**config.mk**
```make
export PLATFORM = sky130hd
export DESIGN_NAME = wb_write_arbiter
export DESIGN_NICKNAME = d
export VERILOG_FILES = /design/src/rtl/wb_write_arbiter.sv
export SDC_FILE = /design/constraint.sdc
export NUM_CORES = 1
export LEC_CHECK = 0
export BUFFER_PORTS_ARGS = -buffer_cell sky130_fd_sc_hd__buf_4
export CAP_MARGIN = 5
export CORE_AREA = 2 2 143 145
export DETAILED_ROUTE_END_ITERATION = 8
export DIE_AREA = 0 0 145 147
export GPL_TIMING_DRIVEN = 1
export PLACE_DENSITY = 0.65
export SYNTH_ARGS = -nofsm -noshare
export SYNTH_HDL_FRONTEND = slang
export SYNTH_SLANG_ARGS = --single-unit
```
**constraint.sdc**
```tcl
create_clock -name clk -period 3.06 [get_ports clk]
set_clock_uncertainty 0.2 [all_clocks]
set_input_delay 0.459 -clock clk [delete_from_list [all_inputs] [get_ports clk]]
set_output_delay 0.459 -clock clk [all_outputs]
set_load 0.03 [all_outputs]
```
**src/rtl/wb_write_arbiter.sv**
```systemverilog
// Writeback arbiter: merges the ALU path and a FIFO of MDU results into one
// registered register-file write per cycle, and tracks outstanding MDU destinations.
module wb_write_arbiter #(
  parameter int DEPTH  = 4,
  parameter int DATA_W = 32,
  parameter int ADDR_W = 5
) (
  input  logic                      clk,
  input  logic                      clr,
  input  logic                      alu_valid,
  input  logic [ADDR_W-1:0]         alu_rd,
  input  logic [DATA_W-1:0]         alu_data,
  output logic                      alu_ready,
  input  logic                      mdu_valid,
  input  logic [ADDR_W-1:0]         mdu_rd,
  input  logic [DATA_W-1:0]         mdu_data,
  output logic                      mdu_ready,
  input  logic                      issue_valid,
  input  logic [ADDR_W-1:0]         issue_rd,
  output logic                      reg_write,
  output logic [ADDR_W-1:0]         rd,
  output logic [DATA_W-1:0]         write_data,
  output logic [(1<<ADDR_W)-1:0]    busy,
  output logic [$clog2(DEPTH):0]    fifo_count
);

  localparam int PW = $clog2(DEPTH);
  localparam int NREG = 1 << ADDR_W;
  localparam logic [PW:0] FULL_CNT = (PW+1)'(DEPTH);

  logic [ADDR_W-1:0] fifo_rd_mem   [DEPTH];
  logic [DATA_W-1:0] fifo_data_mem [DEPTH];

  logic [PW-1:0]     wr_ptr_q, wr_ptr_d;
  logic [PW-1:0]     rd_ptr_q, rd_ptr_d;
  logic [PW:0]       count_q, count_d;
  logic [NREG-1:0]   busy_q, busy_d;
  logic              reg_write_q, reg_write_d;
  logic [ADDR_W-1:0] rd_q, rd_d;
  logic [DATA_W-1:0] data_q, data_d;

  logic              full;
  logic              empty;
  logic              enq;
  logic              deq;
  logic              alu_win;
  logic [ADDR_W-1:0] head_rd;
  logic [DATA_W-1:0] head_data;

  always_comb begin
    full      = (count_q == FULL_CNT);
    empty     = (count_q == '0);
    alu_ready = !full;
    mdu_ready = !full;
    head_rd   = fifo_rd_mem[rd_ptr_q];
    head_data = fifo_data_mem[rd_ptr_q];
    // rd==0 MDU results are handshaken but never stored
    enq       = mdu_valid && !full && (mdu_rd != '0);
    deq       = !empty && (full || !alu_valid);
    alu_win   = alu_valid && !full;
  end

  always_comb begin
    reg_write_d = 1'b0;
    rd_d        = rd_q;
    data_d      = data_q;
    unique case (1'b1)
      deq: begin
        reg_write_d = 1'b1;
        rd_d        = head_rd;
        data_d      = head_data;
      end
      alu_win: begin
        if (alu_rd != '0) begin
          reg_write_d = 1'b1;
          rd_d        = alu_rd;
          data_d      = alu_data;
        end
      end
      default: ;
    endcase
  end

  always_comb begin
    wr_ptr_d = enq ? wr_ptr_q + 1'b1 : wr_ptr_q;
    rd_ptr_d = deq ? rd_ptr_q + 1'b1 : rd_ptr_q;
    case ({enq, deq})
      2'b10:   count_d = count_q + 1'b1;
      2'b01:   count_d = count_q - 1'b1;
      default: count_d = count_q;
    endcase
  end

  always_comb begin
    busy_d = busy_q;
    if (deq)
      busy_d[head_rd] = 1'b0;
    // a new issue to the same register outranks the retiring clear
    if (issue_valid && (issue_rd != '0))
      busy_d[issue_rd] = 1'b1;
    busy_d[0] = 1'b0;
  end

  always_ff @(posedge clk) begin
    if (clr) begin
      wr_ptr_q    <= '0;
      rd_ptr_q    <= '0;
      count_q     <= '0;
      busy_q      <= '0;
      reg_write_q <= 1'b0;
      rd_q        <= '0;
      data_q      <= '0;
    end else begin
      wr_ptr_q    <= wr_ptr_d;
      rd_ptr_q    <= rd_ptr_d;
      count_q     <= count_d;
      busy_q      <= busy_d;
      reg_write_q <= reg_write_d;
      rd_q        <= rd_d;
      data_q      <= data_d;
    end
  end

  always_ff @(posedge clk) begin
    if (enq) begin
      fifo_rd_mem[wr_ptr_q]   <= mdu_rd;
      fifo_data_mem[wr_ptr_q] <= mdu_data;
    end
  end

  assign reg_write  = reg_write_q;
  assign rd         = rd_q;
  assign write_data = data_q;
  assign busy       = busy_q;
  assign fifo_count = count_q;

endmodule

```
After elaboration in Yosys (flattened, before gate mapping)
Memory sizes are Yosys's and may differ from the RTL's. A register that Yosys moved wholly into a read port is not among the register bits.
Cells that the tools add are included.
Operators by class
  add/subtract/negate cells: 4
  $mul: 0
  div/mod/pow operators: 0
  magnitude comparators: 4
  equal/unequal tests: 4
  shift-type cells: 0
  mux-type cells: 19
  bitwise gates (word level): 3
  reductions and logical operators: 18
Operators with widths (count)
  32-bit 2-to-1 mux: 3
  32-bit one-hot mux with 2 select lines: 1
  32-bit AND: 1
  32-bit NOT: 1
  32-bit bitwise OR: 1
  5-bit nonzero test: 3
  5-bit by 6-bit less-than comparator with 1-bit output, second input constant: 2
  1-bit demux with 5-bit select: 2
  5-bit by 1-bit >= comparator with 1-bit output, second input constant: 2
  5-bit one-hot mux with 2 select lines: 1
  2-bit 2-to-1 mux: 4
  1-bit logical AND: 7
  3-bit one-hot mux with 2 select lines: 1
  1-bit 2-to-1 mux: 5
  5-bit 2-to-1 mux: 1
  2-bit by 1-bit adder with 2-bit output, second input constant: 2
  2-bit nonzero test: 2
  3-bit by 1-bit adder with 3-bit output, second input constant: 1
  3-bit == test, second input constant: 1
  1-bit logical NOT: 3
  3-bit logical NOT: 1
  3-bit by 1-bit subtractor with 3-bit output, second input constant: 1
  2-bit by 1-bit == test with 1-bit output, second input constant: 1
  2-bit == test, second input constant: 1
  other kinds (4): 4
Storage, ports and cells
  flip-flop bits (word level): 77
  bits in latches: 0
  memory bits (writable): 148
  bits in read-only memories: 0
  output and inout bits: 75
  logic and storage cells: 62
  memories kept: 2
Memories
  fifo_data_mem: depth 4, width 32, rd ports 1, clocked after Yosys merged registers in 1, wr ports 1, line 32  | logic [DATA_W-1:0] fifo_data_mem [DEPTH];
  fifo_rd_mem: depth 4, width 5, rd ports 1, clocked after Yosys merged registers in 1, wr ports 1, line 31  | logic [ADDR_W-1:0] fifo_rd_mem [DEPTH];

Depth between registers and ports, before layout
  word-level depth: 9
  gate-level depth with buffers: 10
  gate-level depth less buffers: 9

Worst setup path after synthesis
No wires, ideal clock.
  path type: reg2reg
  start point: reg count_q[0] (netlist: fifo_count[0])
  end point: mem fifo_data_mem[0][0], enable pin
  setup time: 0.398 ns
  data arrival time: 2.357 ns
  required time: 2.462 ns
  slack: 0.105 ns
  cell stages (with the launch flop): 5
  period minus slack after synthesis: 2.955 ns
  cell sequence: dfxtp_1 or3b_1 clkbuf_1 o211a_1 and2_1
On the way
  longest elaborated chain between the ends: 6
RTL lines
  start: declaration: line 36  | logic [PW:0] count_q, count_d;
  start signal: assignment: line 116  | count_q <= count_d;
  3-bit == test: line 51  | full = (count_q == FULL_CNT);
  1-bit logical NOT
  net alu_ready: line 13  | output logic alu_ready,
  1-bit logical AND (2 in a row): line 58  | enq = mdu_valid && !full && (mdu_rd != '0);
  1-bit 2-to-1 mux: line 125  | if (enq) begin
  1-bit 2-to-1 mux (implied by the code): line 127  | fifo_data_mem[wr_ptr_q] <= mdu_data;
  end: declaration: line 32
The timed path passes the listed nets, and every way through them passes these cells.

Worst setup path after layout
  start point: in mdu_rd[0]
  end point: reg count_q[2] (netlist: fifo_count[2])
On the way
  longest elaborated chain between the ends: 4
RTL lines
  start: declaration: line 15  | input logic [ADDR_W-1:0] mdu_rd,
  5-bit nonzero test (*): line 58
  1-bit logical AND (*): line 58
  2-bit by 1-bit == test with 1-bit output or 2-bit == test (tied branches): line 87  | case ({enq, deq})
  3-bit one-hot mux with 2 select lines or 2-bit nonzero test (tied branches)
Every way passes the cells marked *; elsewhere a longest branch is shown, timed or not.
A chain may end at the register's enable or synchronous reset.

==> flow_summary.json <==
{
  "run_status": "finished clean",
  "p_per_area_nw_per_um2": 850.8,
  "gr-total-overflow": 0,
  "ios": 159,
  "cp_slowest_cell": "dlygate4sd3_1",
  "hold_violations": 0,
  "syn_avg_cell_area_sq_um": 14.00,
  "rows": 52,
  "ys_seq_elements": 226,
  "dr_total_vias": 5968,
  "path_class": "in2reg",
  "cts_root_buf": "clkbuf_16",
  "cts_buffer_depth": 3,
  "syn-cell-area_sq_um": 8752,
  "tns_ns": 0,
  "layout.cells.non_filler": 1100,
  "crit_path_max_incr_delay_ns": 0.53,
  "path_depth": 11,
  "grt_max_degree": 78,
  "power.total_mw": 9.666,
  "cts_tree": "built",
  "cts_setup_buffers": 0,
  "synth_edf_count": 148,
  "first_pass_iters": 5,
  "clkSinkCount": 226,
  "synthFlopType": "edfxtp_1",
  "synth_top_area_cell": "edfxtp_1",
  "cp_cell_sequence": "dlygate4sd3_1 -> buf_4 -> or4_4 -> o211a_1 -> inv_1 -> ha_2 -> inv_1 -> fa_1 -> xor2_1 -> or3_1 -> a21oi_1",
  "p_int_mw": 6.554,
  "synthCells": 625,
  "leakagePower_nw": 4.110,
  "die_h_um": 147,
  "p_switching_mw": 3.112,
  "switching_share": 0.3220,
  "ys_seq_area_frac": 0.6862,
  "final_antenna_net_count": 0,
  "finalWorstSetupSlack_ns": 0.08009,
  "critPathRequiredTime_ns": 3.30,
  "synth_commonest_cells": "edfxtp_1, nand2_1, dfxtp_1, nor3_1, mux4_2",
  "globalplace.congestion": 0.8156,
  "syn-num-nets": 715,
  "holdPathStages": 3,
  "nFillCells": 1607,
  "startpoint_type": "input pin",
  "totalWireLength_mm": 21.11,
  "slew_viol_final": 0,
  "p_comb_frac": 0.295,
  "synthTopCellsByArea": "edfxtp_1, dfxtp_1, mux4_2",
  "setup_viol": 0,
  "drc": 0,
  "seqCellArea_sq_um": 6008,
  "place_ws_ns": 0.06562,
  "drive_gt1_frac": 0.3036,
  "cp.arrival_ns": 3.22,
  "cap_violations": 0,
  "grt_pass1_vias": 6027,
  "cp.buffers_inverters": 4,
  "fp.dieArea_sq_um": 21320,
  "die_x_um": 145,
  "cp_common_cell": "inv_1",
  "min_period_ns": 2.980,
  "seq_power_share": 0.405,
  "relSlewSlack": 0.2924,
  "worst_pin_slew_ns": 1.061,
  "area_growth_pct": 29.82,
  "path_delay_family": "simple AND/OR/NAND/NOR gates",
  "grtUsageTotal": 0.1953,
  "finalCritPeriodShare": 0.9738,
  "multi_input_area_sq_um": 2556,
  "hpwl_mm": 13.68,
  "start_util": 0.4410,
  "synth_top_area_share": 0.5078,
  "hold_class": "in2reg",
  "io_buffers": 157,
  "r2r_cells": 9,
  "drtIter0Drc": 433,
  "cp_max_fo": 5,
  "synth_cell_type_count": 37,
  "vdd_ir_drop_max_v": 0.0005444,
  "wl_per_cell_um": 19.19,
  "core_area_sq_um": 19840,
  "insertion_delay_ns": 0.52,
  "insertedDiodeCount": 0,
  "ys_warn_count": 0,
  "antenna_found_initial": 0,
  "rsz0062_at_grt": "no",
  "max_freq_mhz": 335.6,
  "p_clk_frac": 0.300,
  "cp-end-kind": "flop",
  "clk_pin_slew_ns": 0.06,
  "post-route-util": 0.5726,
  "cts_made_buffers": 24,
  "yosysMostFrequentCell": "edfxtp_1",
  "grt_pass1_wl_mm": 33.02,
  "drt-vias-per-instance": 5.425,
  "h-tree-depth": 1,
  "nets": 902,
  "dp.cells": 1019,
  "async_flop_share": 0
}
routing by layer:
| layer | vias up | GRT usage | wire (um) |
|---|---|---|---|
| met5 | - | 0 | 0 |
| met4 | 0 | 0.06287 | 534 |
| met3 | 36 | 0.03634 | 1554 |
| met2 | 244 | 0.3252 | 10060 |
| met1 | 2944 | 0.2624 | 8961 |
| li1 | 2744 | - | - |
power groups by stage:
stage	registers, mW	clock network (mW)	logic (mW)
2_1_floorplan	4.29	0	1.52
3_3_place_gp	3.96	0	2.76
3_5_place_dp	3.98	0	2.81
4_1_cts	3.92	2.94	2.86
5_1_grt	3.96	3.05	3.07
6_report	3.92	2.90	2.85
through the flow:
stage	hold WS (ns)	instance area, sq um
5_1_grt	0.01274	11360
2_1_floorplan	0.2692	8752
3_3_place_gp	0.2613	10180
3_5_place_dp	0.2708	10180
4_1_cts	0.002355	11360
6_report	0.01119	11360
final timing paths:
| path | to | from | slack, ns |
|---|---|---|---|
| setup reg to reg | fifo_count[2]$_SDFFE_PP0P_ | fifo_count[2]$_SDFFE_PP0P_ | 0.38 |
| hold reg to reg | busy[11]$_SDFF_PP0_ | busy[11]$_SDFF_PP0_ | 0.28 |
| hold / removal | write_data[26]$_SDFFE_PP0P_ | alu_data[26] | 0.01 |
| setup / recovery | fifo_count[2]$_SDFFE_PP0P_ | mdu_rd[0] | 0.08 |
timing repair:
| item | 4_1_cts | 5_1_grt |
|---|---|---|
| endpoints found under the setup margin | 0 | 1 |
| hold buffers | 37 | 0 |
| resized for setup | 0 | 2 |
| hold endpoints to repair | 148 | 0 |
placed cells by master (no fill, tap or decap), types with 5 or more instances in the layout:
master	synthesis	routed
a21oi_1	34	34
a311oi_1	36	36
buf_4	2	166
clkbuf_16	0	24
clkbuf_8	0	5
dfxtp_1	78	76
dlygate4sd3_1	0	37
edfxtp_1	148	148
inv_1	6	6
mux4_2	37	37
nand2_1	108	108
nor2_1	16	16
nor3_1	39	39
o21ai_0	16	16
o21ai_1	17	16
sequential cells by signal (all words and copies together) (netlist names), named ones only:
register       flops
fifo_count         3
fifo_data_mem    128
rd_ptr_q           2
write_data        32
fifo_rd_mem       20
busy              31
rd                 5
wr_ptr_q           2
reg_write          1
layout make-up:
type	count	share of cell area
timing repair buffer	204	0.1440
sequential	226	0.5288
clock inverter	12	0.01057
multi-input combinational	350	0.2250
inverter	6	0.001982
clock buffer	32	0.05991
tap	270	0.02973
tightest hold or removal path: stages:
cell and delay (ns):
buf_4 0.11, nand2_1 0.04, a311oi_1 0.07
kinds of logic after synthesis:
logic type | after synthesis | share of synthesized area
xor+xnor | 5 | 0.005004
mux | 37 | 0.09521
buf+inv | 49 | 0.02430
simple gates | 193 | 0.1002
other cells | 1 | 0.0004285
flops | 226 | 0.6862
compound gates | 108 | 0.07920
fa+ha+maj | 6 | 0.009435
(Power assumes the default switching activity.)
